[config.mk]
export PLATFORM = sky130hd
export DESIGN_NAME = ioctl_dn_router_flat
export DESIGN_NICKNAME = d
export VERILOG_FILES = /design/src/rtl/ioctl_dn_pkg.sv /design/src/rtl/ioctl_dn_router_if.sv /design/src/rtl/dn_fifo.sv /design/src/rtl/ioctl_dn_router.sv /design/src/flat_wrapper.sv
export SDC_FILE = /design/constraint.sdc
export NUM_CORES = 1
export LEC_CHECK = 0
export CAP_MARGIN = 0
export CORE_ASPECT_RATIO = 0.8
export CORE_UTILIZATION = 50
export DETAILED_ROUTE_END_ITERATION = 10
export HOLD_SLACK_MARGIN = 0.02
export PLACE_DENSITY = 0.74
export RECOVER_POWER = 25
export SETUP_SLACK_MARGIN = 0.15
export SLEW_MARGIN = 20
export SYNTH_ARGS = -nofsm -noshare
export SYNTH_HDL_FRONTEND = slang
export SYNTH_SLANG_ARGS = --single-unit
[constraint.sdc]
create_clock -name clk_sys -period 3.7 [get_ports clk_sys]
set_input_delay 0.555 -clock clk_sys [delete_from_list [all_inputs] [get_ports clk_sys]]
set_output_delay 0.555 -clock clk_sys [all_outputs]
set_load 0.02 [all_outputs]
[src/rtl/ioctl_dn_pkg.sv]
`default_nettype none
// ============================================================================
// Module   : ioctl_dn_pkg
// Brief    : Shared state encoding and default slot map for the download router.
// Revision : 1.0 - initial release
// ============================================================================
package ioctl_dn_pkg;

    typedef enum logic [1:0] {
        ST_IDLE  = 2'd0,
        ST_LOAD  = 2'd1,
        ST_DRAIN = 2'd2,
        ST_DONE  = 2'd3
    } dn_state_t;

    // Entry [i] belongs to download index i (index 0 is the least significant word).
    localparam logic [3:0][31:0] SLOT_BASE  = {32'h0000_2000, 32'h0000_1000,
                                               32'h0000_0800, 32'h0000_0000};
    localparam logic [3:0][31:0] SLOT_LIMIT = {32'h0000_3FFF, 32'h0000_3FFF,
                                               32'h0000_3FFF, 32'h0000_3FFF};

endpackage
`default_nettype wire

[src/rtl/ioctl_dn_router_if.sv]
`default_nettype none
// ============================================================================
// Module   : ioctl_dn_router_if
// Brief    : HPS download byte stream in, target memory write bus out.
// Revision : 1.0 - initial release
// ============================================================================
interface ioctl_dn_router_if #(
    parameter int AW = 14,
    parameter int MW = 25
) ();
    logic          dn_go;
    logic          dn_wr;
    logic [AW-1:0] dn_addr;
    logic [7:0]    dn_data;
    logic [7:0]    dn_idx;
    logic [MW-1:0] mem_addr;
    logic [7:0]    mem_data;
    logic          mem_wr;
    logic          mem_ready;

    modport master (
        input  dn_go, dn_wr, dn_addr, dn_data, dn_idx, mem_ready,
        output mem_addr, mem_data, mem_wr
    );

    modport slave (
        output dn_go, dn_wr, dn_addr, dn_data, dn_idx, mem_ready,
        input  mem_addr, mem_data, mem_wr
    );
endinterface
`default_nettype wire

[src/rtl/dn_fifo.sv]
`default_nettype none
// ============================================================================
// Module   : dn_fifo
// Brief    : Small register FIFO with a registered head word and flush.
// Revision : 1.0 - initial release
// ============================================================================
module dn_fifo #(
    parameter int W     = 33,
    parameter int DEPTH = 4
) (
    input  wire logic         clk,
    input  wire logic         rst,
    input  wire logic         flush,
    input  wire logic         push,
    input  wire logic         pop,
    input  wire logic [W-1:0] din,
    output logic              full,
    output logic              empty,
    output logic [W-1:0]      head
);
    localparam int          PW     = $clog2(DEPTH);
    localparam logic [PW:0] C_FULL = (PW+1)'(DEPTH);

    logic [W-1:0]  r_mem [DEPTH];
    logic [PW-1:0] r_wr;
    logic [PW-1:0] r_rd;
    logic [PW:0]   r_cnt;

    // Storage is cleared on reset so the head reads zero until the first push.
    always_ff @(posedge clk) begin
        if (rst) begin
            for (int i = 0; i < DEPTH; i++) r_mem[i] <= '0;
            r_wr  <= '0;
            r_rd  <= '0;
            r_cnt <= '0;
        end else if (flush) begin
            r_wr  <= '0;
            r_rd  <= '0;
            r_cnt <= '0;
        end else begin
            if (push) begin
                r_mem[r_wr] <= din;
                r_wr        <= r_wr + PW'(1);
            end
            if (pop) r_rd <= r_rd + PW'(1);
            case ({push, pop})
                2'b10:   r_cnt <= r_cnt + (PW+1)'(1);
                2'b01:   r_cnt <= r_cnt - (PW+1)'(1);
                default: r_cnt <= r_cnt;
            endcase
        end
    end

    assign full  = (r_cnt == C_FULL);
    assign empty = (r_cnt == '0);
    assign head  = r_mem[r_rd];
endmodule
`default_nettype wire

[src/rtl/ioctl_dn_router.sv]
`default_nettype none
// ============================================================================
// Module   : ioctl_dn_router
// Brief    : Maps HPS download bytes onto per-index memory windows via a FIFO.
// Revision : 1.0 - initial release
// ============================================================================
module ioctl_dn_router
    import ioctl_dn_pkg::*;
#(
    parameter int                     AW        = 14,
    parameter int                     MW        = 25,
    parameter int                     NSLOT     = 4,
    parameter int                     DEPTH     = 4,
    parameter logic [NSLOT-1:0][31:0] BASE_MAP  = ioctl_dn_pkg::SLOT_BASE,
    parameter logic [NSLOT-1:0][31:0] LIMIT_MAP = ioctl_dn_pkg::SLOT_LIMIT
) (
    input  wire logic              clk_sys,
    input  wire logic              reset,
    ioctl_dn_router_if.master      bus,
    output logic                   busy,
    output logic                   cpu_reset_req,
    output logic                   done,
    output logic                   err_ovf,
    output logic                   err_range,
    output logic [AW:0]            byte_cnt
);
    localparam int SIW = (NSLOT > 1) ? $clog2(NSLOT) : 1;

    dn_state_t       r_state;
    logic            r_go;
    logic            r_go_d;
    logic [7:0]      r_idx;

    logic            w_rise;
    logic            w_fall;
    logic [SIW-1:0]  w_slot;
    logic            w_mapped;
    logic [MW-1:0]   w_addr;
    logic            w_wr_load;
    logic            w_pop;
    logic            w_push;
    logic            w_flush;
    logic            w_full;
    logic            w_empty;
    logic [MW+7:0]   w_head;

    assign w_rise    = r_go & ~r_go_d;
    assign w_fall    = ~r_go & r_go_d;
    assign w_slot    = r_idx[SIW-1:0];
    assign w_mapped  = (int'(r_idx) < NSLOT) && (32'(bus.dn_addr) <= LIMIT_MAP[w_slot]);
    assign w_addr    = MW'(BASE_MAP[w_slot]) + MW'(bus.dn_addr);
    assign w_wr_load = (r_state == ST_LOAD) && bus.dn_wr;
    assign w_pop     = bus.mem_wr && bus.mem_ready;
    assign w_push    = w_wr_load && w_mapped && (!w_full || w_pop);
    assign w_flush   = (r_state == ST_IDLE) && w_rise;

    // Gating on busy keeps the write strobe dead outside LOAD/DRAIN.
    assign bus.mem_wr   = busy && !w_empty;
    assign bus.mem_addr = w_head[MW+7:8];
    assign bus.mem_data = w_head[7:0];

    dn_fifo #(
        .W     (MW + 8),
        .DEPTH (DEPTH)
    ) u_fifo (
        .clk   (clk_sys),
        .rst   (reset),
        .flush (w_flush),
        .push  (w_push),
        .pop   (w_pop),
        .din   ({w_addr, bus.dn_data}),
        .full  (w_full),
        .empty (w_empty),
        .head  (w_head)
    );

    always_ff @(posedge clk_sys) begin
        if (reset) begin
            r_state       <= ST_IDLE;
            r_go          <= 1'b0;
            r_go_d        <= 1'b0;
            r_idx         <= '0;
            busy          <= 1'b0;
            cpu_reset_req <= 1'b0;
            done          <= 1'b0;
            err_ovf       <= 1'b0;
            err_range     <= 1'b0;
            byte_cnt      <= '0;
        end else begin
            r_go   <= bus.dn_go;
            r_go_d <= r_go;
            done   <= 1'b0;
            case (r_state)
                ST_IDLE: begin
                    if (w_rise) begin
                        r_state       <= ST_LOAD;
                        r_idx         <= bus.dn_idx;
                        busy          <= 1'b1;
                        cpu_reset_req <= (bus.dn_idx == 8'd0);
                        err_ovf       <= 1'b0;
                        err_range     <= 1'b0;
                        byte_cnt      <= '0;
                    end
                end
                ST_LOAD: begin
                    if (w_wr_load) begin
                        if (!w_mapped)
                            err_range <= 1'b1;
                        else if (w_push) begin
                            if (byte_cnt != '1) byte_cnt <= byte_cnt + (AW+1)'(1);
                        end else
                            err_ovf <= 1'b1;
                    end
                    if (w_fall) r_state <= ST_DRAIN;
                end
                ST_DRAIN: begin
                    if (w_empty) begin
                        r_state       <= ST_DONE;
                        busy          <= 1'b0;
                        cpu_reset_req <= 1'b0;
                        done          <= 1'b1;
                    end
                end
                default: r_state <= ST_IDLE;
            endcase
        end
    end
endmodule
`default_nettype wire

[src/flat_wrapper.sv]
// flat-port wrapper written by rule: the top's interface ports become plain ports
module ioctl_dn_router_flat import ioctl_dn_pkg::*;
#(
    parameter int                     AW        = 14,
    parameter int                     MW        = 25,
    parameter int                     NSLOT     = 4,
    parameter int                     DEPTH     = 4,
    parameter logic [NSLOT-1:0][31:0] BASE_MAP  = ioctl_dn_pkg::SLOT_BASE,
    parameter logic [NSLOT-1:0][31:0] LIMIT_MAP = ioctl_dn_pkg::SLOT_LIMIT
)
  (clk_sys, reset, busy, cpu_reset_req, done, err_ovf, err_range, byte_cnt, bus_dn_go, bus_dn_wr, bus_dn_addr, bus_dn_data, bus_dn_idx, bus_mem_ready, bus_mem_addr, bus_mem_data, bus_mem_wr);
  ioctl_dn_router_if #(.AW(AW), .MW(MW)) bus_i ();
  input  wire logic clk_sys;
  input  wire logic reset;
  output logic busy;
  output logic cpu_reset_req;
  output logic done;
  output logic err_ovf;
  output logic err_range;
  output logic [AW:0] byte_cnt;
  input wire logic [$bits(bus_i.dn_go)-1:0] bus_dn_go;
  input wire logic [$bits(bus_i.dn_wr)-1:0] bus_dn_wr;
  input wire logic [$bits(bus_i.dn_addr)-1:0] bus_dn_addr;
  input wire logic [$bits(bus_i.dn_data)-1:0] bus_dn_data;
  input wire logic [$bits(bus_i.dn_idx)-1:0] bus_dn_idx;
  input wire logic [$bits(bus_i.mem_ready)-1:0] bus_mem_ready;
  output wire logic [$bits(bus_i.mem_addr)-1:0] bus_mem_addr;
  output wire logic [$bits(bus_i.mem_data)-1:0] bus_mem_data;
  output wire logic [$bits(bus_i.mem_wr)-1:0] bus_mem_wr;
  assign bus_i.dn_go = bus_dn_go;
  assign bus_i.dn_wr = bus_dn_wr;
  assign bus_i.dn_addr = bus_dn_addr;
  assign bus_i.dn_data = bus_dn_data;
  assign bus_i.dn_idx = bus_dn_idx;
  assign bus_i.mem_ready = bus_mem_ready;
  assign bus_mem_addr = bus_i.mem_addr;
  assign bus_mem_data = bus_i.mem_data;
  assign bus_mem_wr = bus_i.mem_wr;
  ioctl_dn_router #(.AW(AW), .MW(MW), .NSLOT(NSLOT), .DEPTH(DEPTH), .BASE_MAP(BASE_MAP), .LIMIT_MAP(LIMIT_MAP)) u_core (.clk_sys(clk_sys), .reset(reset), .bus(bus_i), .busy(busy), .cpu_reset_req(cpu_reset_req), .done(done), .err_ovf(err_ovf), .err_range(err_range), .byte_cnt(byte_cnt));
endmodule
After elaboration in Yosys (flattened, before gate mapping) --
Memories as Yosys holds them, arrays and structs flattened. A register that Yosys moved wholly into a read port is not among the register bits. Index checks and enable logic that the tools add are counted. W data, S select, Z words.
Word-level totals: ROM bits 0, input port bits 35, flip-flop bits (word level) 39, memories 1, latch bits 0, logic and storage cells 108, output and inout port bits 54, RAM bits 132
Memory list:
- u_core.u_fifo.r_mem | words 4, width 33, rd ports 1, clocked after Yosys merged registers in 1, write ports 4, line dn_fifo.sv:24 | logic [W-1:0] r_mem [DEPTH];
Cells by class: bitwise logic cells 5, reductions and logical operators 25, equal/unequal tests 15, shifts and indexed selects 0, add/sub/neg operators 6, div/mod/pow operators 0, magnitude comparators 3, multipliers 0, muxes and demuxes 40
Operator list (number):
- $bmux W32 S2 | 2
- $mux W15 | 5
- $mux W33 | 1
- $reduce_or A33 Y1 | 1
- $le A14 B32 Y1 | 1
- $mux W32 | 1
- $pmux W15 S2 | 1
- $add A25 B14 Y25 | 1
- $mux W25 | 1
- $mux W1 | 17
- $add A15 B1 Y15 const B | 1
- $ne A15 B15 Y1 const B | 1
- $mux W2 | 6
- $ne A2 B1 Y1 const B | 5
- $logic_not A8 Y1 | 1
- $lt A8 B3 Y1 const B | 1
- $ne A2 B2 Y1 const B | 4
- $pmux W1 S2 | 4
- $logic_and A1 B1 Y1 | 7
- $pmux W2 S3 | 1
- $pmux W3 S2 | 1
- $reduce_and A3 Y1 | 2
- $reduce_and A6 Y1 | 1
- $reduce_bool A2 Y1 | 3
- other kinds (17) | 25

Depth between registers and ports, before layout --
Gate-level depths: netlist of the first run.
depth in word-level cells 12, mapped depth 10, mapped depth without buffers 9

Hierarchy --
A second synthesis of the first run with hierarchy kept.
Unflattened totals: cells, all modules 619, area, all modules 7790.0 sq um
Modules (own cells, without submodules):
- dn_fifo | sequential area each 4144.0 sq um, cells each 406, area each 6019.5 sq um, instances 1
- ioctl_dn_router | sequential area each 640.6 sq um, cells each 213, area each 1770.4 sq um, instances 1

Least setup slack after synthesis of the first run --
No wires, ideal clock.
path kind input -> register, from input port bus_dn_wr, to memory u_core.u_fifo.r_mem[3][0] (enable), library setup time 380 ps, cell stages on the path 4, slack 1146 ps, arrival time 2173 ps, buffers on the path 1, path through or4bb_1 a211oi_2 buf_4 a41o_1
RTL lines:
- from (decl) | line flat_wrapper.sv:22 | input wire logic [$bits(bus_i.dn_wr)-1:0] bus_dn_wr;
- to (decl) | line dn_fifo.sv:24

Worst setup path in the final report of the first run --
from register u_core.r_state[1], to register u_core.byte_cnt[8]
Between the ends: longest elaborated chain between the ends 6, elaborated cells between the ends (all ways) 13, classes of those cells eq/ne (6); mux (1); reduce/logical (6)
RTL lines:
- from (decl) | line ioctl_dn_router.sv:29 | dn_state_t r_state;
- from (signal assigned) | line ioctl_dn_router.sv:79 | r_state <= ST_IDLE;
- from (signal assigned) | line ioctl_dn_router.sv:96 | r_state <= ST_LOAD;
- from (signal assigned) | line ioctl_dn_router.sv:114 | if (w_fall) r_state <= ST_DRAIN;
- $eq A2 B1 Y1 | line ioctl_dn_router.sv:52, ioctl_dn_router.sv:93
- $logic_and A1 B1 Y1 | line ioctl_dn_router.sv:52 | assign w_wr_load = (r_state == ST_LOAD) && bus.dn_wr;
- $logic_and A1 B1 Y1 (2 in a row) | line ioctl_dn_router.sv:54 | assign w_push = w_wr_load && w_mapped && (!w_full || w_pop);
- $ne A2 B2 Y1 (no source line)
- $reduce_and A6 Y1 (no source line)
- to (signal assigned) | line ioctl_dn_router.sv:110 | if (byte_cnt != '1) byte_cnt <= byte_cnt + (AW+1)'(1);
- to (decl) | line ioctl_dn_router.sv:25 | output logic [AW:0] byte_cnt
Parallel ways exist; a longest one is shown, timed or not. A chain may end at the register's enable or synchronous reset.

==> results of run 1 <==
[critical path, delay by kind of cell (launching register included)]
family,cells,cell delay (ns)
buffers and inverters,2,0.52
and+or+nand+nor,4,1.60
AOI/OAI and AO/OA,1,0.25
adders and majority gates,1,0.40
DFF,1,0.33
[final cells by class]
cell class	count	area, sq um
Timing Repair Buffer	91	863
Tap cell	148	185
Sequential cell	133	3580
Clock inverter	14	153
Multi-Input combinational cell	328	2350
Clock buffer	18	429
Fill cell	859	4150
Inverter	16	60.1
[metal layers]
layer / routed length (microns) / GRT usage, %
met1: 5730 / 27.8
met2: 6490 / 36.7
met3: 768 / 5.81
met4: 133 / 7.51
met5: 0 / 0
[layout by cell type, fill, tap and decap left out, types with 10 or more instances in the layout]
master / n
edfxtp_1: 92
and2_1: 70
clkdlybuf4s50_1: 57
nand2_1: 41
dfxtp_1: 40
nor2_1: 33
mux4_2: 23
dlygate4sd3_1: 21
a21oi_1: 20
clkbuf_16: 17
inv_1: 16
nand3_1: 12
conb_1: 10
[registers in the layout, indices dropped and copies added (netlist names), named ones only]
name,count
u_core.busy,1
u_core.byte_cnt,15
u_core.cpu_reset_req,1
u_core.done,1
u_core.err_ovf,1
u_core.err_range,1
u_core.r_go,1
u_core.r_go_d,1
u_core.r_idx,8
u_core.r_state,2
u_core.u_fifo.r_cnt,3
u_core.u_fifo.r_mem,92
u_core.u_fifo.r_rd,2
u_core.u_fifo.r_wr,2
[how the worst min path moves through the flow]
| stage | startpoint | endpoint | slack (ns) | cells after the start |
|---|---|---|---|---|
| floorplan | u_core.r_idx[4] | u_core.r_idx[4] | 0.44 | 2 |
| finish | u_core.cpu_reset_req | u_core.cpu_reset_req | 0.45 | 2 |
| CTS | u_core.r_idx[2] | u_core.r_idx[2] | 0.46 | 2 |
| global route | u_core.cpu_reset_req | u_core.cpu_reset_req | 0.48 | 2 |
| detailed placement | u_core.cpu_reset_req | u_core.cpu_reset_req | 0.45 | 2 |
| global placement | u_core.r_idx[7] | u_core.r_idx[7] | 0.45 | 2 |
[kinds of logic (layout without fill, tap and decap cells)]
kind of cell | after synthesis | after routing
mux | 27 | 27
simple gates | 223 | 223
xor+xnor | 7 | 7
fa+ha+maj | 9 | 9
flops | 133 | 133
compound gates | 52 | 52
buf+inv | 52 | 139
other cells | 1 | 10
[per-stage QoR]
stage | util (%) | hold WS [ns] | cells | worst slack (ns)
floorplan | - | 0.436 | 513 | 1.15
global route | 64.8 | 0.481 | 748 | 0.310
finish | 64.8 | 0.455 | 748 | 0.543
detailed placement | 60.0 | 0.452 | 716 | 0.363
CTS | 65.0 | 0.460 | 748 | 0.587
global placement | 60.0 | 0.448 | 716 | 0.431
[power by group through the flow]
| stage | clock [W] | combinational [W] | sequential, W |
|---|---|---|---|
| 2_1_floorplan | 0 | 0.000414 | 0.00177 |
| 5_1_grt | 0.00173 | 0.000700 | 0.00176 |
| 3_5_place_dp | 0 | 0.000644 | 0.00178 |
| 6_report | 0.00165 | 0.000643 | 0.00175 |
| 3_3_place_gp | 0 | 0.000633 | 0.00177 |
| 4_1_cts | 0.00167 | 0.000657 | 0.00175 |
==> results.tsv, run 1 <==
metric	value	unit
status	completed	
internal power	0.00296	W
Critical Path RT	4.05	ns
Final Skew	0.00599	ns
Worst Reg-to-Reg Cells	8	
Post-Synth Adder-Cell Area	2.07	%
R2R Path Start	u_core.r_state[1]	
Top FF cell, synth	edfxtp_1	
Worst-Margin Slew	1.05	ns
RR Endpoint	u_core.byte_cnt[8]	
Routed WL	13.1	mm
Final HPWL DP	8.53	mm
number of synthesis warnings	0	
FF+latch count, synth	133	
final setup violation count	0	
clock period minus worst slack	3.16	ns
synth unique cells	53	
CP Max Fanout	18	
total power	0.00404	W
Crit. End Element	register	
via count	4182	
# IOs	89	
Total Routing Usage GR	21.9	%
Detailed Routing Iterations Pass 1	5	
initial antenna violation count	0	
TritonCTS buffer count	17	
share of layout cells above drive strength 1	12.0	%
worst-skew pair later-pin latency	0.41	ns
Setup CP Type	reg2reg	
Post-CTS Setup Inserts	0	
Psw	0.00108	W
Synth top cells by count	edfxtp_1 (92), and2_1 (75), dfxtp_1 (41), nand2_1 (41), nor2_1 (33)	
Startpoint Class	register	
Max stage delay on crit path	0.58	ns
vias in the first global route	4042	
Clock Pin Slew Worst Setup and Hold Paths	0.06	ns
P_leak	2.87	nW
Max transition margin	30.0	%
Post-synth EDFFs	92	
RSZ-0062 raised after global routing	false	
CORE AREA	11800	sq um
post-route cell area	7630	sq um
area delta synth->final	23.7	%
area leader, netlist	edfxtp_1	
Worst Setup EP	u_core.byte_cnt[8]	
Worst VDD drop	0.000338	V
synth top area cells	edfxtp_1 (45%), dfxtp_1 (13%), mux4_2 (8.4%)	
TritonCTS Sinks	133	
Starting Density	52.4	%
first-pass GRT wire length	20.7	mm
Critical Path Start	u_core.r_state[1]	
setup_tns	0	ns
maximum root-to-sink buffer count	2	
critical-path cell list	inv_1 -> ha_1 -> or4bb_1 -> a211oi_1 -> clkbuf_1 -> nand3_2 -> or4_1 -> nand3_1	
cell area power density	529	nW/um^2
final period utilization	85.3	%
fmax	0.317	GHz
cell count after synthesis	504	
clock share of power	40.8	%
Antenna Nets Post-Route	0	
Mean Syn Cell Area	12.2	sq um
switching part of the total power	26.8	%
htree depth	4	
Die Ht	101	microns
combinational power share	15.9	%
number of diodes	0	
Clock Tree Root	clkbuf_16	
WL per Instance	17.5	microns
GRT Residual Overflow	0	
largest net degree at the start of global routing	25	
sequential group share of total power	43.3	%
max cap viols	0	
Synth async-reset ratio	0	%
Resize count post-CTS	0	
cts hold-fix bufs	0	
Routability Congestion	0.836	
worst path arrival time	3.51	ns
XOR/XNOR Fraction of Synth Area	0.994	%
Min-Delay Path Class	reg2reg	
Die Area	12800	sq um
sequential share of the synthesized area	58.1	%
most common cell in the netlist	edfxtp_1	
initial drt markers	373	
Synth Area in Simple Gates	20.0	%
Slew Limit Fails	0	
setup slack, reg-to-reg	0.54	ns
# nets final	631	
main combinational cell family by area after synthesis	simple AND/OR/NAND/NOR gates	
vias per inst	5.59	
DRC viols	0	
row count	35	
TritonCTS clock tree	done	
area post-placement	7070	sq um
complex-gate fraction of the synthesized area	5.66	%
final hold violations	0	
Synth Cell Area	6170	sq um
IO buf count	78	
proportion of synthesized area in mux cells	9.05	%
post-synth top area share	44.8	%
slowest CP cell	or4_1	
die width	126	microns
Power figures use the tool's default switching activity.
==> inputs of run 2 (changes only) <==
- PLACE_DENSITY: 0.74 -> 0.72
- SYNTH_HIERARCHICAL: unset -> 1
==> run 2 against run 1 <==
Compared with the run above: the run now ends with max-capacitance violations, max-slew violations left; final cell count increased by 26%; routed wire length increased by 29%; combinational power is 31% higher; critical endpoint is now bus_mem_addr[3]; largest power group unchanged.
==> results.tsv, run 2 <==
metric	value	unit	change
status	complete, but fails checks		
failing checks	max-capacitance violations, max-slew violations		
Reg area	4790	sq um	+34%
TritonCTS clock tree	done		
Min-Delay Path Class	reg2reg		
Clock Pin Slew Worst Setup and Hold Paths	0.06	ns	about the same
Routed WL	17.0	mm	+29%
multi-input logic area	2780	sq um	+18%
cell family with most CP delay	buffers and inverters		
most common cell in the netlist	nor2_1		
Routability Congestion	0.870		+4.1%
via count	5249		+26%
cell area power density	515	nW/um^2	-2.7%
fmax	0.324	GHz	+2.3%
GR Layer Usage met1	29.6	%	+1.7 points
Post-Route Utilization	62.5	%	-2.3 points
initial drt markers	401		+7.5%
DRC viols	0		unchanged
maximum root-to-sink buffer count	2		unchanged
final setup violation count	0		unchanged
synth top area cells	edfxtp_1 (51%), dfxtp_1 (11%), mux4_2 (8.7%)		
row count	40		+14%
sequential share of the synthesized area	61.4	%	+3.3 points
total power	0.00487	W	+20%
setup_tns	0	ns	unchanged
Clock Tree Root	clkbuf_16		
global routing usage on met3	5.58	%	-0.23 points
vias per inst	5.59		about the same
CORE AREA	15100	sq um	+28%
RSZ-0062 raised after global routing	false		
Worst VDD drop	0.000374	V	+10%
share of layout cells above drive strength 1	11.1	%	-0.89 points
WL per Instance	18.1	microns	+2.9%
Max transition margin	-20.1	%	-50 points
Crit. End Element	output port		
critical-path cell list	buf_4 -> mux4_2 -> clkdlybuf4s50_1		
cell count after synthesis	619		+23%
final period utilization	83.4	%	-2.0 points
Slew Limit Fails	43		+43
Antenna Nets Post-Route	0		unchanged
fillers	1178		+37%
largest register by flop count	u_core/u_fifo/r_mem		
CP bufs+invs	2		unchanged
area leader, netlist	edfxtp_1		
# IOs	89		unchanged
FF+latch count, synth	173		+30%
number of diodes	0		unchanged
htree depth	4		unchanged
# nets final	762		+21%
Total Routing Usage GR	22.5	%	+0.62 points
first-pass GRT wire length	27.0	mm	+30%
Post-synth EDFFs	132		+43%
largest net degree at the start of global routing	43		+72%
TritonCTS Sinks	173		+30%
IO buf count	88		+13%
Resize count post-CTS	0		unchanged
Max stage delay on crit path	0.62	ns	+0.04 ns
GRT Residual Overflow	0		unchanged
final hold violations	0		unchanged
Final Skew	0.00711	ns	+0.00112 ns
TritonCTS buffer count	17		unchanged
Startpoint Class	register		
Post-CTS Setup Inserts	0		unchanged
Starting Density	51.5	%	-0.82 points
slowest CP cell	dfxtp_2		
CP Max Fanout	14		-4
die width	142	microns	+12%
area delta synth->final	21.2	%	
Worst Reg-to-Reg Cells	11		+3
clock period minus worst slack	3.08	ns	-0.0722 ns
Top FF cell, synth	edfxtp_1		
Crit. path cell count	3		-5
most common cell after layout, fill and taps aside	nor2_1		
cts hold-fix bufs	0		unchanged
post-synth top area share	50.9	%	+6.1 points
commonest non-fill, non-tap cells in the layout	nor2_1 (153), edfxtp_1 (132), clkdlybuf4s50_1 (67)		
Die Area	16100	sq um	+26%
Worst-Margin Slew	1.80	ns	+0.756 ns
Largest register FFs	132		+43%
Setup CP Type	reg2out		
layer carrying the most global-route usage	met2		
Mean Syn Cell Area	12.6	sq um	+2.8%
met2 usage	37.6	%	+0.88 points
Final HPWL DP	10.6	mm	+24%
synth unique cells	54		+1.9%
Synth async-reset ratio	0	%	unchanged
initial antenna violation count	0		unchanged
WHS Path Cells	1		-1
number of synthesis warnings	6		+6
worst-skew pair later-pin latency	0.42	ns	about the same
Detailed Routing Iterations Pass 1	5		unchanged
Synth top cells by count	nor2_1 (153), edfxtp_1 (132), dfxtp_1 (41), nand2b_1 (41), nand2_1 (32)		
vias in the first global route	5240		+30%
Synth Cell Area	7790	sq um	+26%
worst path arrival time	2.53	ns	-0.98 ns
Die Ht	114	microns	+12%
largest registers	u_core/u_fifo/r_mem x132, u_core/byte_cnt x15, u_core/r_idx x8		
P_leak	3.35	nW	+17%
Critical Path RT	3.14	ns	-0.91 ns
max cap viols	1		+1
setup slack, reg-to-reg	0.85	ns	+0.31 ns
[run 2: worst reg2reg max path, cell delays in order (launching register included)]
cell and delay, ns:
dfxtp_1 0.33, nor3_1 0.50, and3b_1 0.32, nor2_1 0.16, nor2_1 0.15, inv_1 0.09, ha_1 0.17, inv_1 0.07
fa_1 0.38, xor2_1 0.16, or3_1 0.31, a21oi_1 0.14
[run 2: per-layer routing]
metal | wire [microns] | share of wire, %
met1 | 7330 | 43
met2 | 8360 | 49
met3 | 1100 | 6.5
met4 | 158 | 0.93
met5 | 0 | 0
[run 2: cell type report]
cell class	count	area share (%)
well taps	210	2.78
multi-input cells	406	29.5
clock buffers	20	4.62
flip-flops and latches	173	50.7
repair buffers	101	10.2
clock inverters	12	1.55
inverters	17	0.676
[run 2: path summary, 6_finish.rpt]
check	end	start
max reg2reg	u_core/u_fifo/r_cnt[2]	u_core/u_fifo/r_cnt[0]
min	u_core/err_range	u_core/err_range
max	bus_mem_addr[3]	register
min reg2reg	u_core/err_range	u_core/err_range
[run 2: power breakdown]
| group | internal [W] | total [W] | switching (W) |
|---|---|---|---|
| sequential | 0.00221 | 0.00226 | 0.0000503 |
| combinational | 0.000316 | 0.000841 | 0.000526 |
| clock | 0.00106 | 0.00176 | 0.000704 |
| total | 0.00359 | 0.00487 | 0.00128 |
[run 2: cells by family (layout without fill, tap and decap cells)]
family,after synthesis,after routing,share of synthesized area [%]
AOI/OAI and AO/OA,64,64,5.80
xor gates and xnor gates,7,7,0.787
adders and majority gates,11,11,1.96
buffers and inverters,49,150,3.37
DFF,173,173,61.4
muxes,35,35,9.94
other,1,10,0.0481
and+or+nand+nor,279,279,16.7
[run 2: stage by stage]
step	hold WS, ns	area [sq um]	worst slack [ns]	std cells
2_1_floorplan	0.447	7820	1.03	628
3_3_place_gp	0.456	8870	0.855	907
3_5_place_dp	0.466	8870	0.739	907
4_1_cts	0.481	9450	0.547	939
5_1_grt	0.483	9440	0.451	939
6_report	0.469	9440	0.615	939
==> inputs of run 3 (changes only) <==
- PLACE_DENSITY: 0.72 -> 0.75
- clock period: 3.7 -> 2.73 ns (I/O delays scaled with it)
==> run 3 against run 2 <==
Compared with the run above: the flow now finishes without violations; largest power group unchanged; global-route usage is 0.092 points higher; highest routed layer unchanged; sequential cell count stayed put; count of clock-buffer cells in the layout up 6.
==> results.tsv, run 3 (same netlist as run 2, synthesis figures left out) <==
metric	value	unit	change
P_leak	3.59	nW	+7.2%
Worst-Margin Slew	1.04	ns	-0.760 ns
commonest non-fill, non-tap cells in the layout	nor2_1 (153), edfxtp_1 (132), dfxtp_1 (39)		
most common cell after layout, fill and taps aside	nor2_1		
worst-skew pair later-pin latency	0.42	ns	about the same
Antenna Nets Post-Route	0		unchanged
max cap viols	0		-1
initial antenna violation count	0		unchanged
met2 WL post-DR	8.30	mm	-0.67%
via count	5295		+0.88%
post-route setup slack	0.214	ns	-0.401 ns
CP Max Fanout	8		-6
final hold violations	0		unchanged
worst path arrival time	2.11	ns	-0.42 ns
# nets final	774		+1.6%
row count	40		unchanged
maximum root-to-sink buffer count	2		unchanged
Routability Congestion	0.876		+0.68%
largest net degree at the start of global routing	34		-21%
Critical Path RT	2.32	ns	-0.82 ns
Detailed Routing Iterations Pass 1	5		unchanged
vias in the first global route	5351		+2.1%
number of diodes	0		unchanged
setup_tns	0	ns	unchanged
cell area power density	687	nW/um^2	+33%
clock period minus worst slack	2.52	ns	
Hold Slack	0.480	ns	+0.0103 ns
final period utilization	92.2	%	
GRT Residual Overflow	0		unchanged
first-pass GRT wire length	27.1	mm	+0.56%
IO buf count	88		unchanged
pre-CTS setup slack	0.147	ns	-0.592 ns
CORE AREA	15100	sq um	unchanged
DR WL met3	1.06	mm	-3.5%
htree depth	4		unchanged
Worst VDD drop	0.000455	V	+22%
area delta synth->final	22.7	%	
Final Skew	0.00641	ns	-0.000695 ns
# IOs	89		unchanged
largest registers	u_core/u_fifo/r_mem x132, u_core/byte_cnt x15, u_core/r_idx x8		
Setup CP Type	reg2out		
fmax	0.397	GHz	
Max transition margin	30.6	%	+51 points
Post-Route Utilization	63.3	%	+0.79 points
Die Area	16100	sq um	unchanged
Final HPWL DP	10.7	mm	+1.2%
DRC viols	0		unchanged
Starting Density	51.5	%	unchanged
Top Metal Used	met4		
vias per inst	5.57		-0.40%
status	completed		
WL met1	7.35	mm	+0.25%
initial drt markers	397		-1.0%
Slew Limit Fails	0		-100%
TritonCTS Sinks	173		unchanged
Startpoint Class	register		
cts hold-fix bufs	0		unchanged
RSZ-0062 raised after global routing	false		
share of layout cells above drive strength 1	12.4	%	+1.3 points
TritonCTS clock tree	done		
Max stage delay on crit path	0.66	ns	+0.04 ns
WL per Instance	17.9	microns	-0.84%
Largest register FFs	132		unchanged
fillers	1148		-2.5%
Routed WL	17.0	mm	+0.43%
Min-Delay Path Class	reg2reg		
Total Routing Usage GR	22.6	%	+0.092 points
TritonCTS buffer count	17		unchanged
slowest CP cell	mux4_1		
critical-path cell list	mux4_1 -> clkdlybuf4s50_1		
die width	142	microns	unchanged
Resize count post-CTS	22		+22
Clock Tree Root	clkbuf_16		
Die Ht	114	microns	unchanged
largest register by flop count	u_core/u_fifo/r_mem		
final setup violation count	0		unchanged
Clock Pin Slew Worst Setup and Hold Paths	0.06	ns	about the same
Post-CTS Setup Inserts	0		unchanged
Crit. End Element	output port		
==> run 3: where the power goes <==
group	leakage [nW]	switching, W	total [W]	internal, W
sequential	1.70	0.0000659	0.00306	0.00300
clock	0.277	0.000935	0.00234	0.00140
combinational	1.62	0.000728	0.00117	0.000440
total	3.59	0.00173	0.00657	0.00484
==> run 3: worst paths after layout <==
check                    start            endpoint  slack (ns)  cells after the start
min                u_core/r_go       u_core/r_go_d        0.48                      1
min reg2reg        u_core/r_go       u_core/r_go_d        0.48                      1
max                   register    bus_mem_addr[22]        0.21                      2
max reg2reg  u_core/r_state[1]  u_core/byte_cnt[0]        0.25                      8
==> run 3: critical path: cells and delay by family (launching register included) <==
family / cells / cell delay (ns)
muxes: 1 / 0.66
buffers and inverters: 1 / 0.58
DFF: 1 / 0.44
==> run 3: cell type report <==
cell class	instances	area, sq um	area share (%)
repair buffers	113	1090	11.4
well taps	210	263	2.75
clock buffers	26	520	5.44
flip-flops and latches	173	4790	50.1
multi-input cells	406	2780	29.0
clock inverters	6	57.6	0.602
inverters	17	63.8	0.667
==> run 3: metrics by stage <==
stage               power, W  cells  instance area, sq um
finish               0.00657    951                  9560
global route         0.00682    951                  9560
floorplan            0.00386    628                  7830
global placement     0.00428    919                  9000
CTS                  0.00661    951                  9560
detailed placement   0.00432    919                  9000
==> run 3: metal layers <==
layer / vias to the layer above / global-route usage, %
li1: 2442 / -
met1: 2618 / 29.8
met2: 204 / 37.0
met3: 31 / 5.12
met4: 0 / 8.17
met5: - / 0
